**config.mk**
```make
export PLATFORM = sky130hd
export DESIGN_NAME = pipe_stage_bank
export DESIGN_NICKNAME = d
export VERILOG_FILES = /design/src/rtl/pipe_stage_bank_pkg.sv /design/src/rtl/pipe_stage_bank_stage_reg.sv /design/src/rtl/pipe_stage_bank.sv
export SDC_FILE = /design/constraint.sdc
export NUM_CORES = 1
export LEC_CHECK = 0
export ABC_AREA = 1
export CAP_MARGIN = 10
export CORE_AREA = 4 4 256 258
export CTS_CLUSTER_DIAMETER = 60
export CTS_CLUSTER_SIZE = 12
export DETAILED_ROUTE_END_ITERATION = 7
export DIE_AREA = 0 0 260 262
export PLACE_DENSITY_LB_ADDON = 0.08
export SKIP_LAST_GASP = 1
export SLEW_MARGIN = 20
export SYNTH_ARGS = -nofsm -noshare
export SYNTH_HDL_FRONTEND = slang
export SYNTH_HIERARCHICAL = 1
export SYNTH_SLANG_ARGS = --single-unit
```
**constraint.sdc**
```tcl
create_clock -name CLK -period 1.4 [get_ports CLK]
set_input_delay 0.42 -clock CLK [delete_from_list [all_inputs] [get_ports CLK]]
set_output_delay 0.42 -clock CLK [all_outputs]
set_load 0.005 [all_outputs]
```
**src/rtl/pipe_stage_bank_pkg.sv**
```systemverilog
// Shared definitions for the pipeline stage register bank: bubble instruction,
// stage indices and the bank's reset/drain/run state encoding.
package pipeline_structs_defs;

  localparam int          N_STAGES   = 4;
  localparam logic [31:0] NOP_IR_DEF = 32'h0000_0013;

  // Last value of the drain counter; the bank spends DRAIN_LAST+1 cycles draining.
  localparam logic [1:0]  DRAIN_LAST = 2'd2;

  typedef enum logic [1:0] {
    IFDE  = 2'd0,
    DEEX  = 2'd1,
    EXMEM = 2'd2,
    MEMWB = 2'd3
  } stage_idx_t;

  typedef enum logic [1:0] {
    RESET = 2'd0,
    DRAIN = 2'd1,
    RUN   = 2'd2
  } pipe_bank_state_t;

endpackage

```
**src/rtl/pipe_stage_bank_stage_reg.sv**
```systemverilog
// One pipeline stage register: flush > enable > hold, with optional bubble and
// stall counters built only when PIPE_STAGE_PERF_CNT_EN is defined.
module pipe_stage_reg
  import pipeline_structs_defs::*;
#(
  parameter int               WIDTH  = 32,
  parameter logic [WIDTH-1:0] NOP_IR = WIDTH'(NOP_IR_DEF),
  parameter int               CNT_W  = 16
) (
  input  logic             i_clk,
  input  logic             i_rst_n,
  input  logic             i_flush,
  input  logic             i_en,
  input  logic             i_run_state,
  input  logic [WIDTH-1:0] i_d_ir,
  input  logic [WIDTH-1:0] i_d_pc,
  input  logic             i_d_vld,
  output logic [WIDTH-1:0] o_q_ir,
  output logic [WIDTH-1:0] o_q_pc,
  output logic             o_q_vld,
  output logic [CNT_W-1:0] o_bubble_cnt,
  output logic [CNT_W-1:0] o_stall_cnt
);

  logic [WIDTH-1:0] r_ir;
  logic [WIDTH-1:0] r_pc;
  logic             r_vld;

  always_ff @(posedge i_clk) begin
    if (!i_rst_n || i_flush) begin
      r_ir  <= NOP_IR;
      r_pc  <= '0;
      r_vld <= 1'b0;
    end else if (i_en) begin
      r_ir  <= i_d_ir;
      r_pc  <= i_d_pc;
      r_vld <= i_d_vld;
    end
  end

  assign o_q_ir  = r_ir;
  assign o_q_pc  = r_pc;
  assign o_q_vld = r_vld;

`ifdef PIPE_STAGE_PERF_CNT_EN
  logic [CNT_W-1:0] r_bubble_cnt;
  logic [CNT_W-1:0] r_stall_cnt;
  logic             w_stall;

  // Stalls are only meaningful once the bank is running; drain flushes are bubbles.
  assign w_stall = i_run_state & ~i_en & ~i_flush;

  always_ff @(posedge i_clk) begin
    if (!i_rst_n) begin
      r_bubble_cnt <= '0;
      r_stall_cnt  <= '0;
    end else begin
      if (i_flush && (r_bubble_cnt != '1)) r_bubble_cnt <= r_bubble_cnt + CNT_W'(1);
      if (w_stall && (r_stall_cnt != '1))  r_stall_cnt  <= r_stall_cnt + CNT_W'(1);
    end
  end

  assign o_bubble_cnt = r_bubble_cnt;
  assign o_stall_cnt  = r_stall_cnt;
`else
  logic w_unused_run;

  assign w_unused_run = i_run_state;
  assign o_bubble_cnt = '0;
  assign o_stall_cnt  = '0;
`endif

endmodule

```
**src/rtl/pipe_stage_bank.sv**
```systemverilog
// Four-stage pipeline register bank (IFDE, DEEX, EXMEM, MEMWB) with a post-reset
// drain sequencer. Optional perf counters: define PIPE_STAGE_PERF_CNT_EN.
module pipe_stage_bank
  import pipeline_structs_defs::*;
#(
  parameter int               WIDTH  = 32,
  parameter logic [WIDTH-1:0] NOP_IR = WIDTH'(NOP_IR_DEF),
  parameter int               CNT_W  = 16
) (
  input  logic                  CLK,
  input  logic                  RST_N,
  input  logic [3:0]            en,
  input  logic [3:0]            fl,
  input  logic [4*WIDTH-1:0]    d_ir,
  input  logic [4*WIDTH-1:0]    d_pc,
  input  logic [3:0]            d_vld,
  output logic [4*WIDTH-1:0]    q_ir,
  output logic [4*WIDTH-1:0]    q_pc,
  output logic [3:0]            q_vld,
  output logic                  run,
  output logic                  pipe_empty,
  output logic [4*CNT_W-1:0]    bubble_cnt,
  output logic [4*CNT_W-1:0]    stall_cnt,
  output logic [1:0]            o_dbg_state
);

  pipe_bank_state_t r_state;
  pipe_bank_state_t w_state_nxt;
  logic [1:0]       r_drain_cnt;
  logic [1:0]       w_drain_cnt_nxt;
  logic             r_run;
  logic             w_drain;
  logic             w_run_state;
  logic [3:0]       w_flush;

  always_ff @(posedge CLK) begin
    if (!RST_N) begin
      r_state     <= RESET;
      r_drain_cnt <= '0;
      r_run       <= 1'b0;
    end else begin
      r_state     <= w_state_nxt;
      r_drain_cnt <= w_drain_cnt_nxt;
      r_run       <= (w_state_nxt == RUN);
    end
  end

  always_comb begin
    w_state_nxt     = r_state;
    w_drain_cnt_nxt = r_drain_cnt;
    case (r_state)
      RESET: begin
        w_state_nxt     = DRAIN;
        w_drain_cnt_nxt = '0;
      end
      DRAIN: begin
        if (r_drain_cnt == DRAIN_LAST) begin
          w_state_nxt     = RUN;
          w_drain_cnt_nxt = '0;
        end else begin
          w_drain_cnt_nxt = r_drain_cnt + 2'd1;
        end
      end
      RUN: begin
        w_state_nxt = RUN;
      end
      default: begin
        w_state_nxt     = RESET;
        w_drain_cnt_nxt = '0;
      end
    endcase
  end

  assign w_drain     = (r_state == DRAIN);
  assign w_run_state = (r_state == RUN);

  // The fetch stage keeps accepting during drain; downstream stages are forced to bubbles.
  assign w_flush[int'(IFDE)]  = fl[int'(IFDE)];
  assign w_flush[int'(DEEX)]  = fl[int'(DEEX)]  | w_drain;
  assign w_flush[int'(EXMEM)] = fl[int'(EXMEM)] | w_drain;
  assign w_flush[int'(MEMWB)] = fl[int'(MEMWB)] | w_drain;

  for (genvar k = 0; k < N_STAGES; k++) begin : g_stage
    pipe_stage_reg #(
      .WIDTH  (WIDTH),
      .NOP_IR (NOP_IR),
      .CNT_W  (CNT_W)
    ) u_stage (
      .i_clk        (CLK),
      .i_rst_n      (RST_N),
      .i_flush      (w_flush[k]),
      .i_en         (en[k]),
      .i_run_state  (w_run_state),
      .i_d_ir       (d_ir[k*WIDTH +: WIDTH]),
      .i_d_pc       (d_pc[k*WIDTH +: WIDTH]),
      .i_d_vld      (d_vld[k]),
      .o_q_ir       (q_ir[k*WIDTH +: WIDTH]),
      .o_q_pc       (q_pc[k*WIDTH +: WIDTH]),
      .o_q_vld      (q_vld[k]),
      .o_bubble_cnt (bubble_cnt[k*CNT_W +: CNT_W]),
      .o_stall_cnt  (stall_cnt[k*CNT_W +: CNT_W])
    );
  end

  assign run         = r_run;
  assign pipe_empty  = ~|q_vld;
  assign o_dbg_state = r_state;

endmodule

```
# Word-level counts from Yosys, hierarchy flattened
# Index checks and enable logic that the tools add are counted.
word_totals:
  register_bits: 265
  latch_bits: 0
  ramBits: 0
  romBits: 0
  output_inout_bits: 392
  word_cells: 35
  n_memories: 0
classes:
  add_sub_neg: 1
  multipliers: 0
  div_mod_pow: 0
  n_lt_le_gt_ge: 0
  eq_ne: 4
  n_shift: 0
  muxes: 4
  bitwise_logic: 3
  reduce_logical: 8
op_table:
  columns: ["op", "count"]
  rows:
  - ["2-bit == test (second input constant)", 3]
  - ["2-bit case mux with 3 select lines", 1]
  - ["1-bit logical OR", 4]
  - ["2-bit 2-to-1 mux", 2]
  - ["2-bit case mux with 2 select lines", 1]
  - ["4-bit OR reduction", 1]
  - ["1-bit bitwise OR", 3]
  - ["2-bit by 1-bit adder with 2-bit output (second input constant)", 1]
  - ["2-bit by 1-bit == test with 1-bit output (second input constant)", 1]
  - ["1-bit logical NOT", 2]
  - ["2-bit logical NOT", 1]

# Longest topological paths before layout
depth:
  depth_word: 4
  depth_mapped: 7

# Cells and area by module
# Netlist, hierarchy kept.
by_module_without_submodules:
  columns: ["module", "instances", "cells_each", "area_per_inst_um2"]
  rows:
  - ["pipe_stage_reg", 4, 317, 2523.7]
  - ["pipe_stage_bank", 1, 34, 237.7]

# Worst setup path before layout
# No wires, ideal clock.
synth_path:
  path_kind: "reg2reg"
  start: "register r_state[0] (netlist: o_dbg_state[0])"
  end: "register g_stage[1].u_stage.r_ir[18]"
  setup_ns: 0.132
  t_arrival_ns: 1.106
  required_ns: 1.268
  setup_slack_ns: 0.162
  stages_incl_launch_ff: 8
  n_path_buf: 1
  period_less_slack_ns: 1.238
  path_cell_list: "dfxtp_1 > inv_2 > nor2_4 > or2_1 > inv_1 > nand2_2 > buf_1 > a21oi_1"
synth_between:
  elab_chain_cells: 3
synth_rtl:
  columns: ["item", "line_no", "rtl"]
  rows:
  - ["from (decl)", "pipe_stage_bank.sv:27", "pipe_bank_state_t r_state;"]
  - ["from (signal assigned)", "pipe_stage_bank.sv:42", "r_state <= w_state_nxt;"]
  - ["2-bit by 1-bit == test with 1-bit output", "pipe_stage_bank.sv:74", "assign w_drain = (r_state == DRAIN);"]
  - ["1-bit bitwise OR", "pipe_stage_bank.sv:79", "assign w_flush[int'(DEEX)] = fl[int'(DEEX)] | w_drain;"]
  - ["named net w_flush[1]", "pipe_stage_bank.sv:34", "logic [3:0] w_flush;"]
  - ["1-bit logical OR", "pipe_stage_bank_stage_reg.sv:30", "if (!i_rst_n || i_flush) begin"]
  - ["to (signal assigned)", "pipe_stage_bank_stage_reg.sv:35", "r_ir <= i_d_ir;"]
  - ["to (decl)", "pipe_stage_bank_stage_reg.sv:25", "logic [WIDTH-1:0] r_ir;"]
# The timed path passes the listed nets, and every way through them passes these cells.
# A chain may end at the register's enable or synchronous reset.

# Final worst setup path
layout_path:
  start: "register g_stage[0].u_stage.r_vld"
  end: "output port pipe_empty"
layout_between:
  elab_chain_cells: 2
layout_rtl:
  columns: ["item", "line_no", "rtl"]
  rows:
  - ["from (decl)", "pipe_stage_bank_stage_reg.sv:27", "logic r_vld;"]
  - ["from (signal assigned)", "pipe_stage_bank_stage_reg.sv:37", "r_vld <= i_d_vld;"]
  - ["4-bit OR reduction", "pipe_stage_bank.sv:106", "assign pipe_empty = ~|q_vld;"]
  - ["1-bit logical NOT", "pipe_stage_bank.sv:106", null]
  - ["to (decl)", "pipe_stage_bank.sv:21", "output logic pipe_empty,"]
# Every way passes these cells.

==> impl_results.md <==
* Dpl ws at -574 ps
* Final worst slack at -417 ps
* CTS Buf Count at 40
* DP HPWL at 33.5 mm
* Failing checks: negative setup slack
* Status: complete, but fails checks
* Worst setup SP type: register
* Synth Instances at 1301
* Vias in the first global route at 10100
* Die Wd at 260 µm
* Achievable frequency at 550 MHz
* H-tree Lvls at 2
* Clock Skew at 17.7 ps
* Die area at roughly 70000 µm²
* I/O pins at 662
* Post-route cell area at 19300 µm²
* Total track usage at around 13%
* FP Rows at about 90
* Cell family with most CP delay: simple AND/OR/NAND/NOR gates
* Type of destination of the critical path: primary output
* Placed inst area at 16300 µm²
* Maximum clock path buffer count at 3
* CP bufs+invs at 1
* Cell count along the critical path at 3
* Clock sinks at around 270
* Layout cell share with drive strength beyond 1 at 43.1%
* Final wirelength at around 48 mm
* Slew Viols, Final at 0
* Initial DRC count at a little under 400
* DR DRC count at 0
* Worst skew pair latency at around 540 ps
* Nets at about 2200
* Peak VDD IR at 0.782 mV
* Synthesis-to-layout area growth at 86.6%
* RSZ-0062 raised after global routing: true
* CTS tree: done
* Hold Path Cell Cnt at 4
* Worst EP arrival at about 1400 ps
* Drt first pass iters at 4
* Via count at 10300
* Fin crit period at ~1800 ps
* Worst path max stage delay at 320 ps
* Mapped cell area at 10300 µm²
* Largest net degree at the start of global routing at 54
* Final Cycle Share at 130%
* Initial antenna violation count at 10
* # fillers at 6794
* Grt total ovfl at 0
* CP Max Fanout at 2
* Clock-pin slew on the worst setup and hold paths at 60 ps
* Crit-path slowest cell: dfxtp_2
* PwrDens at 1080 nW/µm²
* Height of the chip at 262 µm
* Global-route wire length before repair at 65.5 mm
* P_leak at 7.81 nW
* Final Hold Vio Count at 0
* Critical Path RT at 980 ps
* Final RePlAce weighted congestion at 0.743
* YS warnings at 6
* Root buffer cell: clkbuf_16
* Max-cap violations at 0
* Fin Hold WS at roughly 300 ps
* Setup CP Type: register to primary output
* Setup-failing EPs final at 65
* HP Class: primary input to register
* Routed Antenna Nets at 0
* Port-buffer cells at 533
* Starting Density at approximately 16%
* Mean Syn Cell Area at 7.94 µm²
* Wire length per cell at 17.4 µm
* Worst Reg-to-Reg Cells at 8
* Cell-by-cell trace of the critical path: nor2_1, nor3b_4, buf_2
* Vias per inst at approximately 3.7
* Core Area at 63000 µm²
-- per-layer routing --
layer,global-route usage (%),up-vias,part of all wire (%)
li1,-,5066,-
met1,13.2,4832,36
met2,22.7,349,52
met3,5.79,66,9.9
met4,3.90,10,1.9
met5,0,-,0.14
-- area by class of cell --
| type | instances | area, µm² | share of cell area [%] |
|---|---|---|---|
| Clock inverter | 25 | 309 | 1.60 |
| Timing Repair Buffer | 630 | 6710 | 34.8 |
| Multi-Input combinational cell | 935 | 4410 | 22.9 |
| Clock buffer | 46 | 1050 | 5.47 |
| Antenna cell | 3 | 7.51 | 0.0390 |
| Inverter | 18 | 85.1 | 0.442 |
| Tap cell | 846 | 1060 | 5.49 |
| Sequential cell | 265 | 5640 | 29.3 |
-- flip-flops by register name, indices dropped and copies added (netlist names) --
name and flops:
g_stage.u_stage/o_q_vld 4, g_stage.u_stage/o_q_pc 128, run 1, g_stage.u_stage/o_q_ir 128, r_drain_cnt 2, o_dbg_state 2
-- placed cells by master (no fill, tap or decap), types with 6 or more instances in the layout --
cell type and n:
a21oi_2 102, nand3_1 11, nand2_1 526, buf_12 20, dfxtp_2 261, conb_1 128
buf_6 237, inv_1 8, clkbuf_16 48, buf_8 8, clkinvlp_4 7, a21oi_1 143
clkdlybuf4s50_1 265, inv_2 6, buf_4 47, buf_2 41, a21oi_4 6
-- worst register-to-register path: stages, from the launching register on --
cell and delay (ps):
dfxtp_2 360, buf_12 110, nor2_4 40, or2_1 210
inv_2 100, nand2_8 90, buf_12 170, clkbuf_16 180
a21oi_4 100
-- what timing repair did --
action,4_1_cts,5_1_grt
cloned,4,10
pin swaps,2,3
hold buffers,0,0
hold endpoints to repair,0,0
setup endpoints to repair,325,430
resized for setup,1550,187
setup buffers,12,21
-- worst paths after layout --
check / to / start / slack, ps
setup / recovery: pipe_empty / g_stage[0].u_stage/o_q_vld$_SDFFE_PP0P_ / -420
hold / removal: g_stage[0].u_stage/o_q_pc[27]$_SDFFE_PP0P_ / en[0] / 300
setup reg to reg: g_stage[3].u_stage/o_q_ir[12]$_SDFFE_PP0P_ / o_dbg_state[1]$_SDFF_PN0_ / -30
hold reg to reg: g_stage[1].u_stage/o_q_ir[3]$_SDFFE_PP0P_ / g_stage[1].u_stage/o_q_ir[3]$_SDFFE_PP0P_ / 450
-- through the flow --
| stage | setup TNS [ps] | power, W | cells | utilization (%) |
|---|---|---|---|---|
| after floorplan | 0 | 0.00903 | 1425 | - |
| after global placement | -65590 | 0.0103 | 2649 | 25.8 |
| after detailed placement | -65410 | 0.0103 | 2649 | 25.8 |
| after CTS | -14550 | 0.0211 | 2735 | 28.7 |
| after global routing | -18630 | 0.0218 | 2768 | 30.6 |
| final | -1470 | 0.0208 | 2768 | 30.6 |
-- report_power, final --
group          leakage (nW)  switching (W)  internal [W]
combinational          4.90        0.00112       0.00143
sequential             2.26       0.000128       0.00777
clock                 0.647        0.00397       0.00639
total                  7.81        0.00521        0.0156
Power figures use the tool's default switching activity.
